[src/rtl/core_bus_scheduler.sv]
// rtl/core_bus_scheduler.sv - serialises commands onto the shared core bus; optional counters via SCHED_PERF_CNT_EN
module core_bus_scheduler #(
    parameter int NUM_CORES = 4,
    parameter int CORE_SPAN = 16,
    parameter int TIMEOUT   = 32
) (
    input  logic                   clk_i,
    input  logic                   rst_i,
    input  logic                   cmd_valid_i,
    output logic                   cmd_ready_o,
    input  logic [7:0]             cmd_instruction_i,
    input  logic [23:0]            cmd_address_i,
    input  logic [31:0]            cmd_value_i,
    output logic                   rsp_valid_o,
    input  logic                   rsp_ready_i,
    output logic [31:0]            rsp_result_o,
    output logic [1:0]             rsp_status_o,
    output logic [NUM_CORES-1:0]   core_sel_o,
    output logic [7:0]             core_instruction_o,
    output logic [23:0]            core_address_o,
    output logic [31:0]            core_value_o,
`ifdef SCHED_PERF_CNT_EN
    output logic [15:0]            txn_count_o,
    output logic [7:0]             timeout_count_o,
`endif
    input  logic [NUM_CORES-1:0]   core_done_i,
    input  logic [32*NUM_CORES-1:0] core_result_i
);

    localparam int          SPAN_LOG2 = $clog2(CORE_SPAN);
    localparam logic [23:0] SPAN_MASK = 24'(CORE_SPAN - 1);
    localparam logic [7:0]  WAIT_LAST = 8'(TIMEOUT - 1);

    localparam logic [1:0] ST_OK      = 2'b00;
    localparam logic [1:0] ST_DECERR  = 2'b01;
    localparam logic [1:0] ST_TIMEOUT = 2'b10;

    typedef enum logic [2:0] {
        S_IDLE,
        S_DECODE,
        S_ISSUE,
        S_WAIT,
        S_RESP
    } state_t;

    state_t                 state_q;
    logic                   cmd_ready_q;
    logic                   rsp_valid_q;
    logic [31:0]            rsp_result_q;
    logic [1:0]             rsp_status_q;
    logic [NUM_CORES-1:0]   core_sel_q;
    logic [NUM_CORES-1:0]   sel_mask_q;
    logic [7:0]             core_instruction_q;
    logic [23:0]            core_address_q;
    logic [31:0]            core_value_q;
    logic [7:0]             cmd_instruction_q;
    logic [23:0]            cmd_address_q;
    logic [31:0]            cmd_value_q;
    logic [7:0]             wait_cnt_q;

    logic [23:0]            decode_idx_d;
    logic                   decode_err_d;
    logic [NUM_CORES-1:0]   sel_d;
    logic                   done_hit_d;
    logic [31:0]            result_sel_d;
    logic                   timeout_hit_d;

    // Address decode to a one-hot core mask, plus done/result steering from the owning core
    always_comb begin
        decode_idx_d  = cmd_address_q >> SPAN_LOG2;
        decode_err_d  = (decode_idx_d >= 24'(NUM_CORES));
        sel_d         = '0;
        result_sel_d  = '0;
        for (int k = 0; k < NUM_CORES; k++) begin
            sel_d[k]     = (decode_idx_d == 24'(k));
            result_sel_d = result_sel_d | (core_result_i[k*32 +: 32] & {32{sel_mask_q[k]}});
        end
        done_hit_d    = |(core_done_i & sel_mask_q);
        timeout_hit_d = !done_hit_d && (wait_cnt_q == WAIT_LAST);
    end

    // Transaction FSM with all bus and response outputs registered
    always_ff @(posedge clk_i or posedge rst_i) begin
        if (rst_i) begin
            state_q            <= S_IDLE;
            cmd_ready_q        <= 1'b1;
            rsp_valid_q        <= 1'b0;
            rsp_result_q       <= '0;
            rsp_status_q       <= ST_OK;
            core_sel_q         <= '0;
            sel_mask_q         <= '0;
            core_instruction_q <= '0;
            core_address_q     <= '0;
            core_value_q       <= '0;
            cmd_instruction_q  <= '0;
            cmd_address_q      <= '0;
            cmd_value_q        <= '0;
            wait_cnt_q         <= '0;
        end else begin
            core_sel_q <= '0;
            case (state_q)
                S_IDLE: begin
                    if (cmd_valid_i && cmd_ready_q) begin
                        cmd_instruction_q <= cmd_instruction_i;
                        cmd_address_q     <= cmd_address_i;
                        cmd_value_q       <= cmd_value_i;
                        cmd_ready_q       <= 1'b0;
                        state_q           <= S_DECODE;
                    end
                end
                S_DECODE: begin
                    if (decode_err_d) begin
                        rsp_result_q <= '0;
                        rsp_status_q <= ST_DECERR;
                        rsp_valid_q  <= 1'b1;
                        state_q      <= S_RESP;
                    end else if (cmd_instruction_q == 8'h00) begin
                        rsp_result_q <= '0;
                        rsp_status_q <= ST_OK;
                        rsp_valid_q  <= 1'b1;
                        state_q      <= S_RESP;
                    end else begin
                        core_sel_q         <= sel_d;
                        sel_mask_q         <= sel_d;
                        core_instruction_q <= cmd_instruction_q;
                        core_address_q     <= cmd_address_q & SPAN_MASK;
                        core_value_q       <= cmd_value_q;
                        state_q            <= S_ISSUE;
                    end
                end
                S_ISSUE: begin
                    wait_cnt_q <= '0;
                    state_q    <= S_WAIT;
                end
                S_WAIT: begin
                    wait_cnt_q <= wait_cnt_q + 8'd1;
                    if (done_hit_d) begin
                        rsp_result_q <= result_sel_d;
                        rsp_status_q <= ST_OK;
                        rsp_valid_q  <= 1'b1;
                        state_q      <= S_RESP;
                    end else if (timeout_hit_d) begin
                        rsp_result_q <= '0;
                        rsp_status_q <= ST_TIMEOUT;
                        rsp_valid_q  <= 1'b1;
                        state_q      <= S_RESP;
                    end
                end
                S_RESP: begin
                    if (rsp_ready_i) begin
                        rsp_valid_q <= 1'b0;
                        cmd_ready_q <= 1'b1;
                        state_q     <= S_IDLE;
                    end
                end
                default: begin
                    state_q <= S_IDLE;
                end
            endcase
        end
    end

`ifdef SCHED_PERF_CNT_EN
    logic [15:0] txn_count_q;
    logic [7:0]  timeout_count_q;

    // Saturating counters of completed handshakes and timeout responses
    always_ff @(posedge clk_i or posedge rst_i) begin
        if (rst_i) begin
            txn_count_q     <= '0;
            timeout_count_q <= '0;
        end else begin
            if (state_q == S_RESP && rsp_ready_i && txn_count_q != 16'hFFFF) begin
                txn_count_q <= txn_count_q + 16'd1;
            end
            if (state_q == S_WAIT && timeout_hit_d && timeout_count_q != 8'hFF) begin
                timeout_count_q <= timeout_count_q + 8'd1;
            end
        end
    end

    assign txn_count_o     = txn_count_q;
    assign timeout_count_o = timeout_count_q;
`endif

    assign cmd_ready_o        = cmd_ready_q;
    assign rsp_valid_o        = rsp_valid_q;
    assign rsp_result_o       = rsp_result_q;
    assign rsp_status_o       = rsp_status_q;
    assign core_sel_o         = core_sel_q;
    assign core_instruction_o = core_instruction_q;
    assign core_address_o     = core_address_q;
    assign core_value_o       = core_value_q;

endmodule
[config.mk]
export PLATFORM = sky130hd
export DESIGN_NAME = core_bus_scheduler
export DESIGN_NICKNAME = d
export VERILOG_FILES = /design/src/rtl/core_bus_scheduler.sv
export SDC_FILE = /design/constraint.sdc
export NUM_CORES = 1
export LEC_CHECK = 0
export CAP_MARGIN = 40
export CORE_AREA = 8 8 135 137
export DETAILED_ROUTE_END_ITERATION = 8
export DIE_AREA = 0 0 143 145
export PLACE_DENSITY = 0.85
export SLEW_MARGIN = 40
export SYNTH_ARGS = -nofsm -noshare
export SYNTH_HDL_FRONTEND = slang
export SYNTH_SLANG_ARGS = --single-unit
[constraint.sdc]
create_clock -name clk_i -period 8.3 [get_ports clk_i]
set_input_delay 0.83 -clock clk_i [delete_from_list [all_inputs] [get_ports clk_i]]
set_output_delay 0.83 -clock clk_i [all_outputs]
set_load 0.005 [all_outputs]
==> metrics, run 1 <==
full die area between 0.02 and 0.025 mm²; largest area contributor in the synthesized netlist sky130_fd_sc_hd__dfrtp_1; number of antenna violations at the first check in global routing 5; sw frac between 20 and 30%; TritonCTS sink count 163; latest clock arrival within the worst-skew pair 0.42 ns; number of flops mapped to enable cells by yosys 0; fraction of registers with async set/reset 100%; post-cts sizing count 0; syn avg cell area 12.6 µm²; main area contributors after synthesis sky130_fd_sc_hd__dfrtp_1, sky130_fd_sc_hd__mux2_2, sky130_fd_sc_hd__a22oi_1; slew margin rel. 43.2%; H-tree lvl count 4; final weighted congestion in routability-driven placement about 0.9; commonest cells in the netlist sky130_fd_sc_hd__dfrtp_1, sky130_fd_sc_hd__mux2_2, sky130_fd_sc_hd__a22oi_1; Hold Buf Count CTS 0; mean number of vias per cell around 5.4; ANT nets after route 0; pin slew with the least headroom to its limit roughly 0.85 ns; Die Wd ~140 µm; final std cell area, no fill about 0.011 mm²; drt wl/cell roughly 22 µm; overall power ~2.3 mW; Setup WS post-layout approximately 5.4 ns; maximum number of pins on one net before global-route repair between 90 and 100; Clock Power Share about a third; fill count around 1200; launch point of the critical path core_done_i[0]; yosys synthesis warning count 0; DRC 0; areal power density over the cells between 200 and 250 mW/mm²; final worst path period share between 30% and 40%; sequential group share of total power between 40% and 50%; cell-internal power about 1.7 mW; Crit Path Class primary input to register; final hold violation count 0; time the worst path needs with I/O delays and setup just under 3 ns; final HPWL from detailed placement between 15 and 20 mm; static power due to leakage slightly below 5 nW; number of optimization iterations in the first detailed-route pass 5; endpoint arrival time on the critical path roughly 3.2 ns; number of maximum-capacitance violations 0; status completed; number of storage elements in the synthesis netlist 163; First DRT Iteration DRCs approximately 320; via count of the first global-routing pass between 6000 and 7000; dpl cell area 0.0103 mm²; most common cell in the netlist sky130_fd_sc_hd__dfrtp_1; count of distinct cell types in the synthesized netlist 46; core region area 0.0162 mm²; number of nets in the final layout around 1100; startpoint of the worst-slack reg-to-reg timing path cmd_instruction_q[5]; global-route total usage across every layer between 20 and 25%; largest driver fanout on the critical path 33; Final Max Tran Viols 0; cells after synthesis just under 600; maximum clock skew at final layout 0.00733 ns; power share of the combinational group between 20% and 30%; starting density of the core between 40% and 50%; clock tree root driver cell sky130_fd_sc_hd__clkbuf_16; Req. time, crit path 8.65 ns; Top FF cell, synth sky130_fd_sc_hd__dfrtp_1; layout cell share with drive strength beyond 1 a little under a fifth; synthesized cell area about 0.0074 mm²; RSZ-0062 raised after global routing no; final worst hold slack a little under 0.5 ns; Top-Level Pins 304; clock buffers created by TritonCTS 17; first-pass GRT wire length 36.7 mm; port bufs around 280; final WL roughly 24 mm; Final Setup Violations 0; Worst Setup Start Kind primary input; row cnt 47; Total Negative Setup Slacks 0 ns; highest attainable clock frequency 346 MHz; worst slack after detailed placement 5.04 ns; Yosys top cell area share a little over half; Hold Path Origin cmd_ready_o; DIE HEIGHT 145 µm; TritonCTS clock tree built; number of buffers added for setup after CTS 0; number of buffers on the longest clock path 2; worst hold path class register to register; net switching power 0.628 mW; area grow syn2layout 47.6%; Setup crit end kind register; sequential-to-total area share from yosys stat 55.3%; Reg clk slew, reported paths 0.06 ns; number of vias in the routed layout 5933; leftover overflow at the end of global routing 0; peak ir drop on the vdd network between 0.00015 and 0.0002 V
-- worst max-delay path, stage by stage --
cell and delay (ns):
sky130_fd_sc_hd__clkdlybuf4s50_1 0.42, sky130_fd_sc_hd__a22o_1 0.25, sky130_fd_sc_hd__a221oi_1 0.68, sky130_fd_sc_hd__a31o_2 0.77, sky130_fd_sc_hd__a221o_1 0.28
-- layout by cell type, fill, tap and decap left out, drive strengths merged, types with 4 or more instances in the layout --
master and count:
inv 13, nand2 42, or4 5, dfrtp 162, buf 10, o21ai 5
nor2 8, mux2 111, nand3 7, nor2b 6, a22oi 64, clkdlybuf4s50 283
clkinv 4, nor4 7, clkbuf 18, conb 20, a221o 32, diode 5
and3 33
-- flip-flops by register name, indices dropped and copies added, names as in the netlist --
register and flops:
sel_mask_q 4, core_instruction_o 8, rsp_status_o 2, rsp_valid_o 1, core_sel_o 4, core_value_o 32, cmd_instruction_q 8, rsp_result_o 32
cmd_ready_o 1, wait_cnt_q 8, core_address_o 4, cmd_address_q 24, state_q 3, cmd_value_q 32
-- power groups by stage --
stage	combinational [mW]	clock (mW)	sequential (mW)
final	0.487	0.724	1.08
after global routing	0.531	0.776	1.11
after CTS	0.494	0.740	1.08
after detailed placement	0.491	0	1.09
after global placement	0.476	0	1.08
after floorplan	0.320	0	1.06
-- cell type report --
cell class	instances	area [µm²]	share of cell area, %
timing repair buffer	293	2920	26.8
inverter	7	33.8	0.310
multi-input combinational	373	3040	27.9
tap	220	275	2.53
clock inverter	13	101	0.930
antenna	5	12.5	0.115
sequential	163	4080	37.4
clock buffer	18	439	4.03
-- metal layers --
metal	up-vias	wire, µm	part of all wire (%)	track usage, %
met5	-	0	0	0
met4	0	914	3.8	11.7
met3	41	2810	12	10.6
met2	300	11200	47	36.0
met1	2892	8960	37	25.5
li1	2700	-	-	-
-- metrics by stage --
| stage | util (%) | std cells |
|---|---|---|
| finish | 67.4 | 1092 |
| global placement | 63.9 | 1056 |
| global route | 67.4 | 1092 |
| detailed placement | 63.9 | 1056 |
| floorplan | - | 606 |
| CTS | 67.2 | 1087 |
-- final timing paths --
kind,slack (ns),endpoint,cells after the start
max,5.41,rsp_result_o[23],5
min,0.49,cmd_ready_o,2
max reg2reg,5.54,core_instruction_o[7],6
min reg2reg,0.49,cmd_ready_o,2
max in group asynchronous,6.30,cmd_address_q[3],3
min in group asynchronous,0.92,rsp_result_o[4],2
-- cell families (layout without fill, tap and decap cells) --
family | count (synthesis) | in the layout | share of synthesized area (%)
DFF | 163 | 163 | 55.3
AOI/OAI and AO/OA | 120 | 120 | 13.2
and+or+nand+nor | 117 | 117 | 8.49
muxes | 112 | 112 | 17.6
buffers and inverters | 70 | 331 | 4.83
xor gates and xnor gates | 3 | 3 | 0.356
adders and majority gates | 1 | 1 | 0.169
other | 1 | 25 | 0.0508
No activity file was read; power rests on OpenSTA's default activity.
==> run 2: changes to the inputs <==
CORE_AREA = 8 8 147 149   (was 8 8 135 137)
DIE_AREA = 0 0 155 157   (was 0 0 143 145)
PLACE_DENSITY = 0.76   (was 0.85)
clock period = 2.65 ns   (was 8.3 ns; I/O delays follow)
==> run 2 against run 1 <==
  * Register-to-register slack got worse by 5.2 ns
  * Cell count increased by 4.1%
  * Design area increased by 0.92%
  * Critical endpoint is now rsp_result_o[10]
==> metrics, run 2 (synthesis results as in run 1) <==
number of vias in the routed layout 5847 (-1.4%); number of cells on the worst reg-to-reg path 5 (-1); number of maximum-capacitance violations 0 (unchanged); final weighted congestion in routability-driven placement 0.892 (-1.3%); number of buffers on the longest clock path 2 (unchanged); maximum clock skew at final layout 0.0118 ns (+0.00446 ns); row cnt 51 (+8.5%); worst hold path class primary input to asynchronous set/reset pin; layout cell share with drive strength beyond 1 19.2% (+0.26 points); endpoint of the most critical register-to-register path rsp_result_o[10]; Final Setup Violations 0 (unchanged); number of optimization iterations in the first detailed-route pass 4 (-1); final WL 23.3 mm (-2.7%); First DRT Iteration DRCs 239 (-26%); status completed; largest driver fanout on the critical path 33 (unchanged); post-route non-filler standard cell count 1137 (+4.1%); final std cell area, no fill 0.0110 mm² (+0.92%); time the worst path needs with I/O delays and setup around 2.3 ns; pin slew with the least headroom to its limit 0.714 ns (-0.138 ns); most common library cell in the layout ignoring fill and taps sky130_fd_sc_hd__clkdlybuf4s50_1; Cell Count Post-Placement 1106 (+4.7%); clock buffers created by TritonCTS 17 (unchanged); maximum number of pins on one net before global-route repair 86 (-8.5%); Setup crit end kind register; Worst Setup Start Kind register; static power due to leakage 4.93 nW (+0.69%); RSZ-0062 raised after global routing no; mean number of vias per cell 5.14 (-5.3%); first-pass GRT wire length 36.0 mm (-2.1%); Hold Buf Count CTS 0 (unchanged); final worst hold slack 0.334 ns (-0.156 ns); number of antenna violations at the first check in global routing 1 (-4); TritonCTS clock tree built; peak ir drop on the vdd network 0.000488 V (+210%); DIE HEIGHT 157 µm (+8.3%); starting density of the core 38.4% (-7.2 points); number of buffers added for setup after CTS 0 (unchanged); number of nets in the final layout 1061 (+0.47%); port bufs 283 (unchanged); leftover overflow at the end of global routing 0 (unchanged); areal power density over the cells 653 mW/mm² (+210%); full die area 0.0243 mm² (+17%); dpl cell area 0.0105 mm² (+1.2%); drt wl/cell 20.5 µm (-6.6%); post-cts sizing count 0 (unchanged); Reg clk slew, reported paths 0.06 ns (about the same); area grow syn2layout 49.0%; slew margin rel. 52.4% (+9.2 points); DRC 0 (unchanged); via count of the first global-routing pass 6224 (-2.3%); latest clock arrival within the worst-skew pair 0.42 ns (about the same); final hold violation count 0 (unchanged); Total Negative Setup Slacks 0 ns (unchanged); TritonCTS sink count 163 (unchanged); Crit Path Class register to register; highest attainable clock frequency 439 MHz; Die Wd 155 µm (+8.4%); H-tree lvl count 4 (unchanged); Setup WS post-layout 0.371 ns (-5.04 ns); worst slack after detailed placement 0.280 ns (-4.76 ns); ANT nets after route 0 (unchanged); Top-Level Pins 304 (unchanged); core region area 0.0192 mm² (+19%); clock tree root driver cell sky130_fd_sc_hd__clkbuf_16; global-route total usage across every layer 19.1% (-3.8 points); endpoint arrival time on the critical path 2.57 ns (-0.67 ns); final worst path period share 86.0%; most frequent cells in the layout sky130_fd_sc_hd__clkdlybuf4s50_1, sky130_fd_sc_hd__dfrtp_1, sky130_fd_sc_hd__mux2_2; Req. time, crit path 2.94 ns (-5.71 ns); reg-to-reg setup timing slack 0.37 ns (-5.17 ns); startpoint of the worst-slack reg-to-reg timing path wait_cnt_q[0]; Final Max Tran Viols 0 (unchanged); final HPWL from detailed placement 17.5 mm (-0.69%)
run 2: cell types whose count changed in the layout (fill, tap and decap cells not counted):
cell / before / now
sky130_fd_sc_hd__buf_12: 0 / 3
sky130_fd_sc_hd__nor4_2: 2 / 1
sky130_fd_sc_hd__buf_4: 8 / 12
sky130_fd_sc_hd__clkinvlp_4: 3 / 2
sky130_fd_sc_hd__buf_6: 2 / 0
sky130_fd_sc_hd__inv_6: 5 / 6
sky130_fd_sc_hd__clkinv_4: 1 / 0
sky130_fd_sc_hd__diode_2: 5 / 1
sky130_fd_sc_hd__nor4_1: 4 / 5
run 2: metrics by stage:
| stage | utilization (%) | power [mW] |
|---|---|---|
| 2_1_floorplan | - | 4.31 |
| 3_3_place_gp | 54.4 | 4.93 |
| 3_5_place_dp | 54.4 | 5.00 |
| 4_1_cts | 57.2 | 7.29 |
| 5_1_grt | 57.2 | 7.57 |
| 6_report | 57.2 | 7.18 |
run 2: cell type report:
class	count	area (µm²)
tap	265	332
timing repair buffer	298	2980
sequential	163	4080
multi-input combinational	373	3030
clock inverter	12	97.6
antenna	1	2.50
clock buffer	18	439
inverter	7	30.0
fill	1635	8210
run 2: how the worst max path moves through the flow:
stage | from | end | slack, ns | cells after the start
finish | wait_cnt_q[0] | rsp_result_o[10] | 0.37 | 5
global placement | core_done_i[1] | rsp_result_o[14] | 0.27 | 5
floorplan | rst_i | cmd_address_q[0] | 0.32 | 1
global route | wait_cnt_q[0] | rsp_result_o[10] | 0.22 | 5
CTS | cmd_instruction_q[5] | core_value_o[16] | 0.33 | 6
detailed placement | core_done_i[1] | rsp_result_o[6] | 0.28 | 5
run 2: per-layer routing:
metal | up-vias | part of all wire, % | GRT usage (%) | routed length (µm)
met4 | 0 | 1.0 | 5.46 | 238
met3 | 16 | 11 | 8.94 | 2560
met2 | 252 | 48 | 31.4 | 11200
met1 | 2880 | 40 | 22.0 | 9310
met5 | - | 0 | 0 | 0
li1 | 2699 | - | - | -
run 2: report_power, final:
group,switching (mW),internal (mW)
clock network,1.03,1.24
logic,0.587,0.955
registers,0.324,3.04
total,1.94,5.24
run 2: worst max-delay path, cell delays in order, from the launching register on:
cell and delay (ns):
sky130_fd_sc_hd__dfrtp_1 0.38, sky130_fd_sc_hd__ha_1 0.22, sky130_fd_sc_hd__nand4_1 0.11, sky130_fd_sc_hd__or4_1 0.49, sky130_fd_sc_hd__a31o_2 0.50, sky130_fd_sc_hd__a221o_1 0.44
